--- src/rtl/comparator_sequencer_pkg.sv ---
// Shared types and width helpers for the comparator sequencer.
package comparator_seq_pkg;

    typedef enum logic [1:0] {
        IDLE   = 2'd0,
        SETTLE = 2'd1,
        SAMPLE = 2'd2,
        DONE   = 2'd3
    } state_e;

    localparam int unsigned SETTLE_CYC_DEF = 8;
    localparam int unsigned NSAMP_DEF      = 5;

    // Bits needed to hold the values 0..n.
    function automatic int unsigned cnt_w(input int unsigned n);
        return (n < 1) ? 1 : $clog2(n + 1);
    endfunction

    function automatic int unsigned max_u(input int unsigned a, input int unsigned b);
        return (a > b) ? a : b;
    endfunction

endpackage

--- src/rtl/comparator_sequencer_sync.sv ---
// Two-flop synchroniser bringing the raw comparator output into wb_clk_i.
module comparator_sync (
    input  logic clk_i,
    input  logic rst_i,
    input  logic d_i,
    output logic q_o
);

    logic meta_q;
    logic sync_q;

    always_ff @(posedge clk_i or posedge rst_i) begin
        if (rst_i) begin
            meta_q <= 1'b0;
            sync_q <= 1'b0;
        end else begin
            meta_q <= d_i;
            sync_q <= meta_q;
        end
    end

    assign q_o = sync_q;

endmodule

--- src/rtl/comparator_sequencer.sv ---
// Round-robin sequencer sharing one analog comparator between NREQ requesters.
// Define COMP_MAJORITY_EN to take NSAMP samples and majority-vote the decision.
module comparator_sequencer
    import comparator_seq_pkg::*;
#(
    parameter int unsigned NREQ       = 4,
    parameter int unsigned SEL_W      = 2,
    parameter int unsigned SETTLE_CYC = SETTLE_CYC_DEF,
    parameter int unsigned NSAMP      = NSAMP_DEF
) (
    input  logic             wb_clk_i,
    input  logic             wb_rst_i,
    input  logic [NREQ-1:0]  req_i,
    output logic [NREQ-1:0]  ack_o,
    output logic             result_o,
    output logic [SEL_W-1:0] sel_o,
    output logic             bias_en_o,
    input  logic             comp_i,
    output logic             busy_o
);

    if (SEL_W != $clog2(NREQ)) begin : g_bad_sel_w
        $error("SEL_W must equal clog2(NREQ)");
    end
    if (SETTLE_CYC < 3) begin : g_bad_settle
        $error("SETTLE_CYC must cover the synchroniser latency");
    end
    if ((NSAMP % 2) == 0 || NSAMP > 15) begin : g_bad_nsamp
        $error("NSAMP must be odd and at most 15");
    end

`ifdef COMP_MAJORITY_EN
    localparam int unsigned SAMP_CYC = NSAMP;
    localparam int unsigned VCNT_W   = cnt_w(NSAMP);
`else
    localparam int unsigned SAMP_CYC = 1;
`endif
    localparam int unsigned CNT_W = cnt_w(max_u(SETTLE_CYC, SAMP_CYC));

    state_e            state_q;
    logic [CNT_W-1:0]  cnt_q;
    logic [SEL_W-1:0]  sel_q;
    logic [SEL_W-1:0]  rr_q;
    logic [NREQ-1:0]   ack_q;
    logic              result_q;
    logic              bias_q;
    logic              busy_q;
    logic              comp_sync;
    logic [SEL_W-1:0]  grant_d;
    logic [SEL_W-1:0]  rr_d;
    logic [SEL_W:0]    cand;
    logic [SEL_W:0]    rr_inc;
    logic              found;

    comparator_sync u_sync (
        .clk_i (wb_clk_i),
        .rst_i (wb_rst_i),
        .d_i   (comp_i),
        .q_o   (comp_sync)
    );

`ifdef COMP_MAJORITY_EN
    logic [VCNT_W-1:0] vote_q;
    logic [VCNT_W-1:0] vote_d;
    assign vote_d = vote_q + VCNT_W'(comp_sync);
`endif

    // Scan from rr_q upward, wrapping at NREQ, and take the first pending request.
    always_comb begin
        grant_d = rr_q;
        found   = 1'b0;
        cand    = '0;
        for (int unsigned i = 0; i < NREQ; i++) begin
            cand = {1'b0, rr_q} + (SEL_W+1)'(i);
            if (cand >= (SEL_W+1)'(NREQ)) cand = cand - (SEL_W+1)'(NREQ);
            if (!found && req_i[cand[SEL_W-1:0]]) begin
                grant_d = cand[SEL_W-1:0];
                found   = 1'b1;
            end
        end
    end

    always_comb begin
        rr_inc = {1'b0, sel_q} + (SEL_W+1)'(1);
        if (rr_inc == (SEL_W+1)'(NREQ)) rr_inc = '0;
        rr_d = rr_inc[SEL_W-1:0];
    end

    always_ff @(posedge wb_clk_i or posedge wb_rst_i) begin
        if (wb_rst_i) begin
            state_q  <= IDLE;
            cnt_q    <= '0;
            sel_q    <= '0;
            rr_q     <= '0;
            ack_q    <= '0;
            result_q <= 1'b0;
            bias_q   <= 1'b0;
            busy_q   <= 1'b0;
`ifdef COMP_MAJORITY_EN
            vote_q   <= '0;
`endif
        end else begin
            ack_q <= '0;
            case (state_q)
                IDLE: begin
                    if (|req_i) begin
                        sel_q   <= grant_d;
                        cnt_q   <= '0;
                        bias_q  <= 1'b1;
                        busy_q  <= 1'b1;
                        state_q <= SETTLE;
                    end
                end
                SETTLE: begin
                    if (cnt_q == CNT_W'(SETTLE_CYC - 1)) begin
                        cnt_q   <= '0;
`ifdef COMP_MAJORITY_EN
                        vote_q  <= '0;
`endif
                        state_q <= SAMPLE;
                    end else begin
                        cnt_q <= cnt_q + 1'b1;
                    end
                end
                SAMPLE: begin
`ifdef COMP_MAJORITY_EN
                    vote_q <= vote_d;
                    if (cnt_q == CNT_W'(SAMP_CYC - 1)) begin
                        result_q <= (vote_d > VCNT_W'(NSAMP / 2));
                        ack_q    <= NREQ'(1) << sel_q;
                        rr_q     <= rr_d;
                        state_q  <= DONE;
                    end else begin
                        cnt_q <= cnt_q + 1'b1;
                    end
`else
                    result_q <= comp_sync;
                    ack_q    <= NREQ'(1) << sel_q;
                    rr_q     <= rr_d;
                    state_q  <= DONE;
`endif
                end
                DONE: begin
                    bias_q  <= 1'b0;
                    busy_q  <= 1'b0;
                    state_q <= IDLE;
                end
                default: state_q <= IDLE;
            endcase
        end
    end

    assign ack_o     = ack_q;
    assign result_o  = result_q;
    assign sel_o     = sel_q;
    assign bias_en_o = bias_q;
    assign busy_o    = busy_q;

endmodule
--- config.mk ---
export PLATFORM = sky130hd
export DESIGN_NAME = comparator_sequencer
export DESIGN_NICKNAME = d
export VERILOG_FILES = /design/src/rtl/comparator_sequencer_pkg.sv /design/src/rtl/comparator_sequencer_sync.sv /design/src/rtl/comparator_sequencer.sv
export SDC_FILE = /design/constraint.sdc
export NUM_CORES = 1
export LEC_CHECK = 0
export CORE_MARGIN = 2
export CORE_UTILIZATION = 45
export DETAILED_ROUTE_END_ITERATION = 16
export PLACE_DENSITY = 0.8
export SYNTH_ARGS = -nofsm -noshare
export SYNTH_HDL_FRONTEND = slang
export SYNTH_HIERARCHICAL = 1
export SYNTH_SLANG_ARGS = --single-unit
--- constraint.sdc ---
create_clock -name wb_clk_i -period 1.7 [get_ports wb_clk_i]
set_input_delay 0.425 -clock wb_clk_i [delete_from_list [all_inputs] [get_ports wb_clk_i]]
set_output_delay 0.425 -clock wb_clk_i [all_outputs]
set_load 0.1 [all_outputs]
==> flow_summary.yaml <==
floorplan:
  start_util_pct: 47.39
  die_x_um: 49.45
  rows: 16
  core_region_area_mm2: 0.001962
  die_span_in_y_um: 49.45
  die-area_mm2: 0.002445
  io-pin-count: 16
synthesis:
  ys_warn_count: 6
  synth_area_um2: 929.6
  synth_sequential_area_ratio_pct: 48.45
  synth.distinct_cells: 30
  syn-instance-count: 87
  synth.avg_cell_area_um2: 10.69
  synth_nets: 104
  synth.ff_latch_count: 18
grt:
  pin_count_of_the_biggest_net_entering_global_routing: 17
  number_of_global_route_vias_before_repair: 717
  global_route_wire_length_before_repair_um: 3125
  grt_usage_pct: 16.77
  antenna_found_initial: 0
  grt-ovfl-total: 0
sta:
  tightestPinTransition_ns: 0.2657
  fmaxAchievable_mhz: 621.1
  timing_max_transition_violations_final: 0
  worst_slew_margin_rel_pct: 82.12
  clock_skew_ns: 0.006152
  finalHoldViolCount: 0
  finalWorstPathRequiredPeriod_ns: 1.610
  final_min_period_over_clock_period_pct: 94.70
  rsz0062_at_grt: "no"
  final_setup_violation_count: 0
cts:
  clock_insertion_delay_worst_skew_ns: 0.29
  total_of_hold_buffers_inserted_after_clock_tree_synthesis: 0
  cts.repair_timing.setup_buffer_count: 0
  cts.reportedPaths.clkPinSlew_ns: 0.10
  ctsRootBufferMaster: "sky130_fd_sc_hd__clkbuf_4"
  clockBufferDepth: 2
  cts.repair.resized: 0
  tritoncts_num_sinks: 18
  cts_inserted_buffers: 3
  tritoncts: "done"
  clock_tree.htree_level_count: 1
run_status:
  status: "complete, no violations"
worst_setup_path:
  worstPathMaxFanout: 4
  crit_path_end_kind: "flop"
  worst_path_max_delay_cell: "sky130_fd_sc_hd__or4_4"
  sequence_of_cells_on_the_critical_path: "clkdlybuf4s50_1 -> or4_4 -> mux2i_4 -> o21ai_1 -> o31ai_1"
  rr_startpoint: "state_q[1]"
  delay_contributed_by_the_slowest_stage_of_the_critical_path_ns: 0.57
  timing.setup.critical_path_class: "in2reg"
  critPathLaunch: "req_i[0]"
  cp.arrival_ns: 1.80
  required_time_of_the_critical_path_ns: 1.89
  worst_setup_path_start_kind: "input pin"
cells_and_area:
  layout-drive-gt1-share_pct: 28.07
  antenna-diode-count: 0
  area.growth.synth_to_final_pct: 40.51
  non_filler_cells_in_the_finished_layout: 141
  fin_nets: 132
  fillCellCount: 154
detailed_routing:
  dr_vias: 709
  drc_violations_left: 0
  drt_iter0_drc: 4
  drt.antenna.violating_nets: 0
  drt_first_pass_iters: 4
  avgViaCountPerCell: 5.028
  drt-total-wl_um: 1707
  avgRoutedWirePerCell_um: 12.11
placement:
  dp_hpwl_um: 1443
  place.gp.congestion: 0.8056
  post-place-cells: 137
  port_buffers: 15
worst_hold_path:
  worst_hold_path_type: "in2async"
run:
  max-cap-violations: 0
logic make-up (layout without fill, tap and decap cells):
kind of cell,after synthesis,in the layout,synth area share [%]
AOI/OAI and AO/OA,16,16,11.44
and+or+nand+nor,27,27,15.48
DFF,18,18,48.45
adders and majority gates,10,10,13.46
buffers and inverters,12,39,5.249
muxes,4,4,5.922
sequential cells by signal (all words and copies together) (netlist names), 2 cells and up:
name	flops
cnt_q	4
ack_o	4
state_q	2
sel_o	2
rr_q	2
cells in the mapped netlist (all sizes together):
master,instances,area (um2)
o22ai,1,6.260
dfrtp,18,450.4
nor4,1,6.260
nor3,1,5.000
o2bb2ai,1,8.760
inv,10,37.54
a31oi,1,6.260
a211o,1,10.01
a32o,1,11.26
nand2,11,43.80
buf,1,7.510
ha,10,125.1
clkbuf,1,3.750
nand2b,2,12.51
a21oi,1,5.000
mux2i,2,32.53
or4,1,11.26
nand3,2,10.01
and2,5,31.28
a221oi,1,8.760
o31ai,1,7.510
nand3b,1,7.510
mux2,2,22.52
nand4b,1,8.760
o21ai,7,35.03
a22oi,1,7.510
nor2,2,7.510
final timing paths:
| path | endpoint | slack (ns) | cells past startpoint |
|---|---|---|---|
| max | cnt_q[3] | 0.09 | 5 |
| min | u_sync/q_o | 0.29 | 2 |
| max reg2reg | state_q[1] | 0.28 | 5 |
| min reg2reg | u_sync/q_o | 0.37 | 0 |
| max in group asynchronous | busy_o | 1.05 | 3 |
| min in group wb_clk_i | u_sync/q_o | 0.37 | 0 |
per-stage QoR:
| stage | cell area (um2) | worst slack (ns) | utilization [%] | hold WS (ns) | TNS, ns |
|---|---|---|---|---|---|
| 2_1_floorplan | 932.1 | 0.03075 | - | 0.1662 | 0 |
| 3_3_place_gp | 1270 | -0.1617 | 64.73 | 0.3390 | -1.018 |
| 3_5_place_dp | 1270 | -0.2163 | 64.73 | 0.3388 | -1.289 |
| 4_1_cts | 1306 | 0.08967 | 66.58 | 0.2859 | 0 |
| 5_1_grt | 1306 | 0.04798 | 66.58 | 0.3093 | 0 |
| 6_report | 1306 | 0.09006 | 66.58 | 0.2891 | 0 |
critical path, delay by kind of cell:
family	cells	cell delay (ns)
simple gates	1	0.57
buf+inv	1	0.44
mux	1	0.19
compound gates	2	0.16
cell type report:
type / instances / area, um2 / share of cell area [%]
Clock buffer: 4 / 36.28 / 2.778
Inverter: 10 / 37.54 / 2.874
Multi-Input combinational cell: 57 / 430.4 / 32.95
Sequential cell: 18 / 452.9 / 34.67
Tap cell: 27 / 33.78 / 2.586
Timing Repair Buffer: 25 / 315.3 / 24.14
layout by cell type (no fill, tap or decap), drive strengths merged:
| cell type | count |
|---|---|
| o22ai | 1 |
| nor3 | 1 |
| a22oi | 1 |
| a21oi | 1 |
| mux2i | 2 |
| mux2 | 2 |
| and2 | 5 |
| nand4b | 1 |
| a221oi | 1 |
| buf | 19 |
| nor2 | 2 |
| nand2b | 2 |
| ha | 10 |
| o21ai | 7 |
| or4 | 1 |
| nand2 | 11 |
| dfrtp | 18 |
| nand3 | 2 |
| nor4 | 1 |
| nand3b | 1 |
| o31ai | 1 |
| a31oi | 1 |
| a32o | 1 |
| a211o | 1 |
| o2bb2ai | 1 |
| clkdlybuf4s50 | 6 |
| clkbuf | 4 |
| inv | 10 |
per-layer routing:
metal	vias to the layer above	global-route usage, %	wire length [um]
li1	348	-	-
met1	341	18.95	716
met2	14	29.28	887
met3	6	3.333	48
met4	0	9.722	54
met5	-	0	0
Power is left out: the tool's default activity adds up to more than one toggle a clock period on the data nets, which glitch-free logic cannot reach.
